--- src/rtl/uart_tx_fifo.sv ---
// Buffered 8N1 UART transmitter: valid/ready byte FIFO drained by a
// fixed-rate serializer; txd idles high and is driven from a register.
module uart_tx_fifo #(
  parameter int CLKS_PER_BIT = 16,
  parameter int FIFO_DEPTH   = 4,
  parameter int DEPTH_LOG2   = 2
) (
  input  logic                  clk,
  input  logic                  rst_n,
  input  logic                  wr_valid,
  input  logic [7:0]            wr_data,
  output logic                  wr_ready,
  output logic                  txd,
  output logic                  busy,
  output logic [DEPTH_LOG2:0]   level
);

  localparam int                  DIV_W    = $clog2(CLKS_PER_BIT);
  localparam logic [DIV_W-1:0]    DIV_LAST = DIV_W'(CLKS_PER_BIT - 1);
  localparam logic [DEPTH_LOG2:0] LVL_FULL = (DEPTH_LOG2 + 1)'(FIFO_DEPTH);

  typedef enum logic [1:0] {S_IDLE, S_START, S_DATA, S_STOP} state_t;

  state_t                r_state, w_state_nxt;
  logic [DIV_W-1:0]      r_div, w_div_nxt;
  logic [2:0]            r_bit, w_bit_nxt;
  logic [7:0]            r_shift, w_shift_nxt;
  logic                  r_txd, w_txd_nxt;
  logic [7:0]            r_mem [FIFO_DEPTH];
  logic [DEPTH_LOG2-1:0] r_wr_ptr, r_rd_ptr;
  logic [DEPTH_LOG2:0]   r_level;
  logic                  w_push, w_pop, w_bit_end;

  // Push is gated by the registered level only, so a full FIFO refuses
  // a write even on the edge that pops.
  assign wr_ready  = (r_level < LVL_FULL);
  assign w_push    = wr_valid && wr_ready;
  assign w_bit_end = (r_div == DIV_LAST);
  assign txd       = r_txd;
  assign level     = r_level;
  assign busy      = (r_state != S_IDLE) || (r_level != '0);

  always_comb begin
    w_state_nxt = r_state;
    w_div_nxt   = w_bit_end ? '0 : r_div + 1'b1;
    w_bit_nxt   = r_bit;
    w_shift_nxt = r_shift;
    w_txd_nxt   = r_txd;
    w_pop       = 1'b0;
    case (r_state)
      S_IDLE: begin
        w_div_nxt = '0;
        w_txd_nxt = 1'b1;
        if (r_level != '0) begin
          w_pop       = 1'b1;
          w_shift_nxt = r_mem[r_rd_ptr];
          w_state_nxt = S_START;
          w_txd_nxt   = 1'b0;
        end
      end
      S_START: begin
        w_txd_nxt = 1'b0;
        if (w_bit_end) begin
          w_state_nxt = S_DATA;
          w_bit_nxt   = '0;
          w_txd_nxt   = r_shift[0];
        end
      end
      S_DATA: begin
        w_txd_nxt = r_shift[0];
        if (w_bit_end) begin
          w_shift_nxt = {1'b0, r_shift[7:1]};
          if (r_bit == 3'd7) begin
            w_state_nxt = S_STOP;
            w_txd_nxt   = 1'b1;
          end else begin
            w_bit_nxt = r_bit + 3'd1;
            w_txd_nxt = r_shift[1];
          end
        end
      end
      S_STOP: begin
        w_txd_nxt = 1'b1;
        if (w_bit_end) begin
          if (r_level != '0) begin
            w_pop       = 1'b1;
            w_shift_nxt = r_mem[r_rd_ptr];
            w_state_nxt = S_START;
            w_txd_nxt   = 1'b0;
          end else begin
            w_state_nxt = S_IDLE;
          end
        end
      end
      default: begin
        w_state_nxt = S_IDLE;
        w_txd_nxt   = 1'b1;
      end
    endcase
  end

  always_ff @(posedge clk or negedge rst_n) begin
    if (!rst_n) begin
      r_state <= S_IDLE;
      r_div   <= '0;
      r_bit   <= '0;
      r_shift <= '0;
      r_txd   <= 1'b1;
    end else begin
      r_state <= w_state_nxt;
      r_div   <= w_div_nxt;
      r_bit   <= w_bit_nxt;
      r_shift <= w_shift_nxt;
      r_txd   <= w_txd_nxt;
    end
  end

  always_ff @(posedge clk or negedge rst_n) begin
    if (!rst_n) begin
      r_wr_ptr <= '0;
      r_rd_ptr <= '0;
      r_level  <= '0;
    end else begin
      if (w_push) r_wr_ptr <= r_wr_ptr + 1'b1;
      if (w_pop)  r_rd_ptr <= r_rd_ptr + 1'b1;
      case ({w_push, w_pop})
        2'b10:   r_level <= r_level + 1'b1;
        2'b01:   r_level <= r_level - 1'b1;
        default: r_level <= r_level;
      endcase
    end
  end

  always_ff @(posedge clk) begin
    if (w_push) r_mem[r_wr_ptr] <= wr_data;
  end

endmodule

--- config.mk ---
export PLATFORM = sky130hd
export DESIGN_NAME = uart_tx_fifo
export DESIGN_NICKNAME = d
export VERILOG_FILES = /design/src/rtl/uart_tx_fifo.sv
export SDC_FILE = /design/constraint.sdc
export NUM_CORES = 1
export LEC_CHECK = 0
export BUFFER_PORTS_ARGS = -buffer_cell sky130_fd_sc_hd__buf_4
export CORE_UTILIZATION = 30
export DETAILED_ROUTE_END_ITERATION = 8
export GPL_TIMING_DRIVEN = 0
export PLACE_DENSITY_LB_ADDON = 0.25
export SYNTH_ARGS = -nofsm -noshare
export SYNTH_HDL_FRONTEND = slang
export SYNTH_SLANG_ARGS = --single-unit
--- constraint.sdc ---
create_clock -name clk -period 2.2 [get_ports clk]
set_clock_uncertainty 0.1 [all_clocks]
set_input_delay 0.44 -clock clk [delete_from_list [all_inputs] [get_ports clk]]
set_output_delay 0.44 -clock clk [all_outputs]
set_load 0.01 [all_outputs]
Word level (Yosys, flattened, before mapping)
Memory sizes are Yosys's and may differ from the RTL's.
Cells that the tools add are included.
Cells by class
  reduce and logical (&&, ||, !) cells: 11
  muxes and demuxes: 29
  $lt $le $gt $ge: 1
  eq/ne operators: 13
  add/subtract/negate cells: 6
Operators with widths (count)
  8-bit two-way mux: 3
  8-bit case mux with 3 select lines: 1
  2-bit != test, second input constant: 6
  3-bit case mux with 2 select lines: 2
  1-bit two-way mux: 10
  2-bit two-way mux: 5
  3-bit two-way mux: 3
  4-bit two-way mux: 2
  2-bit case mux with 4 select lines: 1
  3-bit by 1-bit adder with 3-bit output, second input constant: 2
  2-bit == test, second input constant: 3
  2-bit nonzero test: 3
  3-bit nonzero test: 2
  5-bit AND reduction: 1
  2-bit by 1-bit adder with 2-bit output, second input constant: 2
  4-bit by 1-bit adder with 4-bit output, second input constant: 1
  2-bit by 1-bit == test with 1-bit output, second input constant: 2
  4-bit == test, second input constant: 1
  1-bit case mux with 4 select lines: 1
  4-bit AND reduction: 1
  3-bit == test, second input constant: 1
  3-bit less-than comparator, second input constant: 1
  3-bit AND reduction: 1
  3-bit by 1-bit subtractor with 3-bit output, second input constant: 1
  other kinds (4): 4
Storage, ports and cells
  memories kept: 1
  bits in registers: 25
  bits in writable memories: 32
  word-level logic and storage cells: 69
Memory list
  r_mem: words 4, width 8, read ports 1, clocked after memory_dff 0, wr ports 1, line 29  | logic [7:0] r_mem [FIFO_DEPTH];

Depth between registers and ports, before layout
  depth after elaboration: 6
  mapped depth: 10

Least setup slack after synthesis
Ideal clock, no wire load.
  path type: flip-flop to flip-flop
  from: register r_state[0]
  to: register r_level[2], in the netlist level[2]
  setup slack: -60 ps
  stages on the path, launching flop included: 10
  period minus slack after synthesis: 2260 ps
  path buffers: 0
  required time: 2020 ps
  data arrival time: 2080 ps
  cells stage by stage: dfrtp_1 -> inv_1 -> ha_1 -> nor3_1 -> ha_1 -> inv_1 -> fa_1 -> xor2_1 -> nor2_1 -> xnor2_1
Between the ends
  word-level cells in the longest chain between the ends: 4
  elaborated cells between the ends (all ways): 7
  classes of those cells: 3 x eq/ne; 2 x mux; 2 x reduce/logical
Ends and longest elaborated chain
  from (decl): line 24  | state_t r_state, w_state_nxt;
  from (signal assigned): line 110  | r_state <= w_state_nxt;
  2-bit == test or 2-bit logical NOT (tied branches): line 50  | case (r_state)
  1-bit case mux with 2 select lines *: line 50
  net w_pop: line 32  | logic w_push, w_pop, w_bit_end;
  2-bit by 1-bit == test with 1-bit output or 2-bit == test (tied branches): line 126  | case ({w_push, w_pop})
  3-bit case mux with 2 select lines or 2-bit nonzero test (tied branches)
  to (signal assigned): line 127  | 2'b10: r_level <= r_level + 1'b1;
  to (signal assigned): line 128  | 2'b01: r_level <= r_level - 1'b1;
  to (signal assigned): line 129  | default: r_level <= r_level;
  to (decl): line 31  | logic [DEPTH_LOG2:0] r_level;
Mark *: on every way through the listed nets, which the timed path passes. The rest lies on a longest branch.
A chain may end at the register's enable or synchronous reset.

Worst setup path after layout
Same ends and word-level chain as after synthesis.

==> results.ini <==
[run_status]
status = complete, no violations

[synthesis]
dominantRegCellSynth = edfxtp_1
async_flop_share_pct = 43.86
synth_edf_count = 32
ys_seq_area_share_pct = 61.66
syn_area_sq_mm = 0.002575
synth_cell_types = 39
synth_nets = 201
syn_inst = 177
yosys_warnings = 0
syn_avg_cell_area_sq_um = 14.55
synth_seq_cells = 57

[sta]
setup_ws_ns = 0.09856
finalCritPeriodShare_pct = 95.52
setup_violations = 0
max_freq_mhz = 475.9
tightest_slew_ns = 0.5980
maxSlewViolCount = 0
timing.final.crit_period_ns = 2.101
max-slew-margin-rel_pct = 60.13
hold_violations = 0
holdWs_ns = 0.1978

[run]
drv_cap = 0

[clock_tree]
clkSinkCount = 57
root_buffer = clkbuf_8
clock_latency_ns = 0.34
clk_pin_slew_ns = 0.07
htreeDepth = 3
cts_tree = done
clockBufferDepth = 2
cts_buffers = 9

[detailed_routing]
drt_iter0_drc = 78
drcViolationCount = 0
routedWlPerCell_um = 13.83
firstDrtPassIters = 4
antenna_left = 0
totalWireLength_um = 4427
vias_per_cell = 4.534
routed-via-count = 1451

[cells_and_area]
final_util_pct = 38.35
mostFrequentLayoutCells = edfxtp_1, buf_4, dfrtp_1
synthToLayoutAreaGrowth_pct = 22.98
nets = 234
layout-drive-gt1-share_pct = 34.42
final_cells = 320
layout_commonest_cell = edfxtp_1
antenna_cells = 0

[placed_design]
dp_worst_setup_slack_ns = -0.1604
post-place-cells = 298
place.gp.congestion = 0.7400
dp_hpwl_um = 2853
portBuffers = 16

[power]
clockPowerShare_pct = 23.8
power.leakage_nw = 1.224
p_sw_mw = 1.547
pwr-share-comb_pct = 39.7
ir_drop_mv = 0.5118
p_total_mw = 4.548
power_frac_seq_pct = 36.4
power_density_mw_per_mm2 = 1436
intPower_mw = 3.002
p_sw_share_pct = 34.00

[critical_path]
crit_fanout = 4
critPathArrivalTime_ns = 2.26
cp-startpoint = r_state[0]
worstSetupStartpointType = flop
cp_data_required_time_ns = 2.36
path_class = flop to flop
crit_path_end_kind = flop
timing.rr.start = r_state[0]

[worst_hold_path]
hold_class = input port to flop
hold_start = wr_data[7]

[die]
die_x_um = 94.65
core-area_sq_mm = 0.008258
die_h_um = 94.65
start_util_pct = 31.18
rows = 33
die-area_sq_mm = 0.008958
ioPinCount = 17

[global_route]
grt_max_degree = 26
grt_overflow = 0
grt_antenna_before_repair = 0
grt_pass1_vias = 1450
grt_use_total_pct = 11.57
grt_pass1_wl_um = 7396

## cell families (layout without fill, tap and decap cells)
| family | count (synthesis) | count (layout) | share of synthesized area, % |
|---|---|---|---|
| flip-flops | 57 | 57 | 61.66 |
| XOR/XNOR | 7 | 7 | 2.381 |
| AO/OA/AOI/OAI | 28 | 28 | 7.969 |
| adder cells (fa/ha/maj) | 13 | 13 | 6.608 |
| multiplexers | 19 | 19 | 11.42 |
| buffers and inverters | 21 | 59 | 3.547 |
| AND/OR/NAND/NOR | 32 | 32 | 6.414 |
## layer usage
layer / part of all wire, % / vias up / GRT usage, %
met4: 2.2 / 0 / 6.439
met3: 2.8 / 6 / 3.704
met1: 49 / 712 / 14.61
met2: 46 / 18 / 17.51
li1: - / 715 / -
met5: 0 / - / 0
## what timing repair did
item | in CTS | in global routing
gates resized for setup | 8 | 10
cloned | 0 | 0
buffers inserted | 3 | 2
pin swaps | 1 | 3
endpoints found under the setup margin | 3 | 3
endpoints found under the hold margin | 24 | 0
hold buffers | 1 | 0
## worst paths after layout
path                               endpoint  slack (ns)  depth (start not counted)
worst max register to register     level[2]         0.1                          9
worst max-delay path               level[2]         0.1                          9
max in group asynchronous               txd        1.25                          2
worst min register to register     r_div[0]        0.41                          1
min in group asynchronous          r_bit[1]        0.45                          2
worst min-delay path            r_mem[2][7]        0.20                          1
## cells in the mapped netlist, drive strengths merged (5+ instances only)
library cell / n / share of area [%]
xnor2: 5 / 1.7
edfxtp: 32 / 37
inv: 12 / 1.7
mux2i: 8 / 3.1
nor2: 12 / 1.7
buf: 5 / 1.2
ha: 12 / 5.8
a21oi: 11 / 2.1
a22o: 5 / 1.7
dfrtp: 24 / 23
mux4: 8 / 7.0
## worst max-delay path, cell delays in order, from the launching register on
cell     delay [ns]
dfrtp_2        0.46
inv_4          0.10
ha_4           0.21
nor3_4         0.20
ha_2           0.21
inv_2          0.04
fa_2           0.32
xor2_1         0.14
nor2_1         0.12
xnor2_1        0.12
## power groups by stage
stage	Sequential (mW)	Clock, mW	Combinational, mW
floorplan	1.62	0	1.28
global placement	1.64	0	1.65
detailed placement	1.65	0	1.66
CTS	1.64	1.11	1.77
global route	1.70	1.17	2.04
finish	1.66	1.08	1.81
## final cells by class
type / count / area, sq um
timing repair buffer: 22 / 167.7
tap: 105 / 131.4
fill: 806 / 5091
inverter: 12 / 47.55
clock inverter: 7 / 95.09
clock buffer: 9 / 123.9
sequential: 57 / 1592
buffer: 9 / 47.55
multi-input combinational: 99 / 962.2
## through the flow
stage	cell area [sq um]	TNS (ns)
after detailed placement	2831	-0.1604
after global placement	2831	-0.1617
after floorplan	2580	0
after global routing	3167	-0.01130
final	3167	0
after CTS	3120	-0.05336
## state kept, by name, indices dropped and copies added, names as in the netlist
name	flops
r_mem	32
r_shift	8
r_div	4
level	3
r_bit	3
r_rd_ptr	2
r_state	2
r_wr_ptr	2
txd	1
Note: power is estimated with default switching activity, not from simulation.
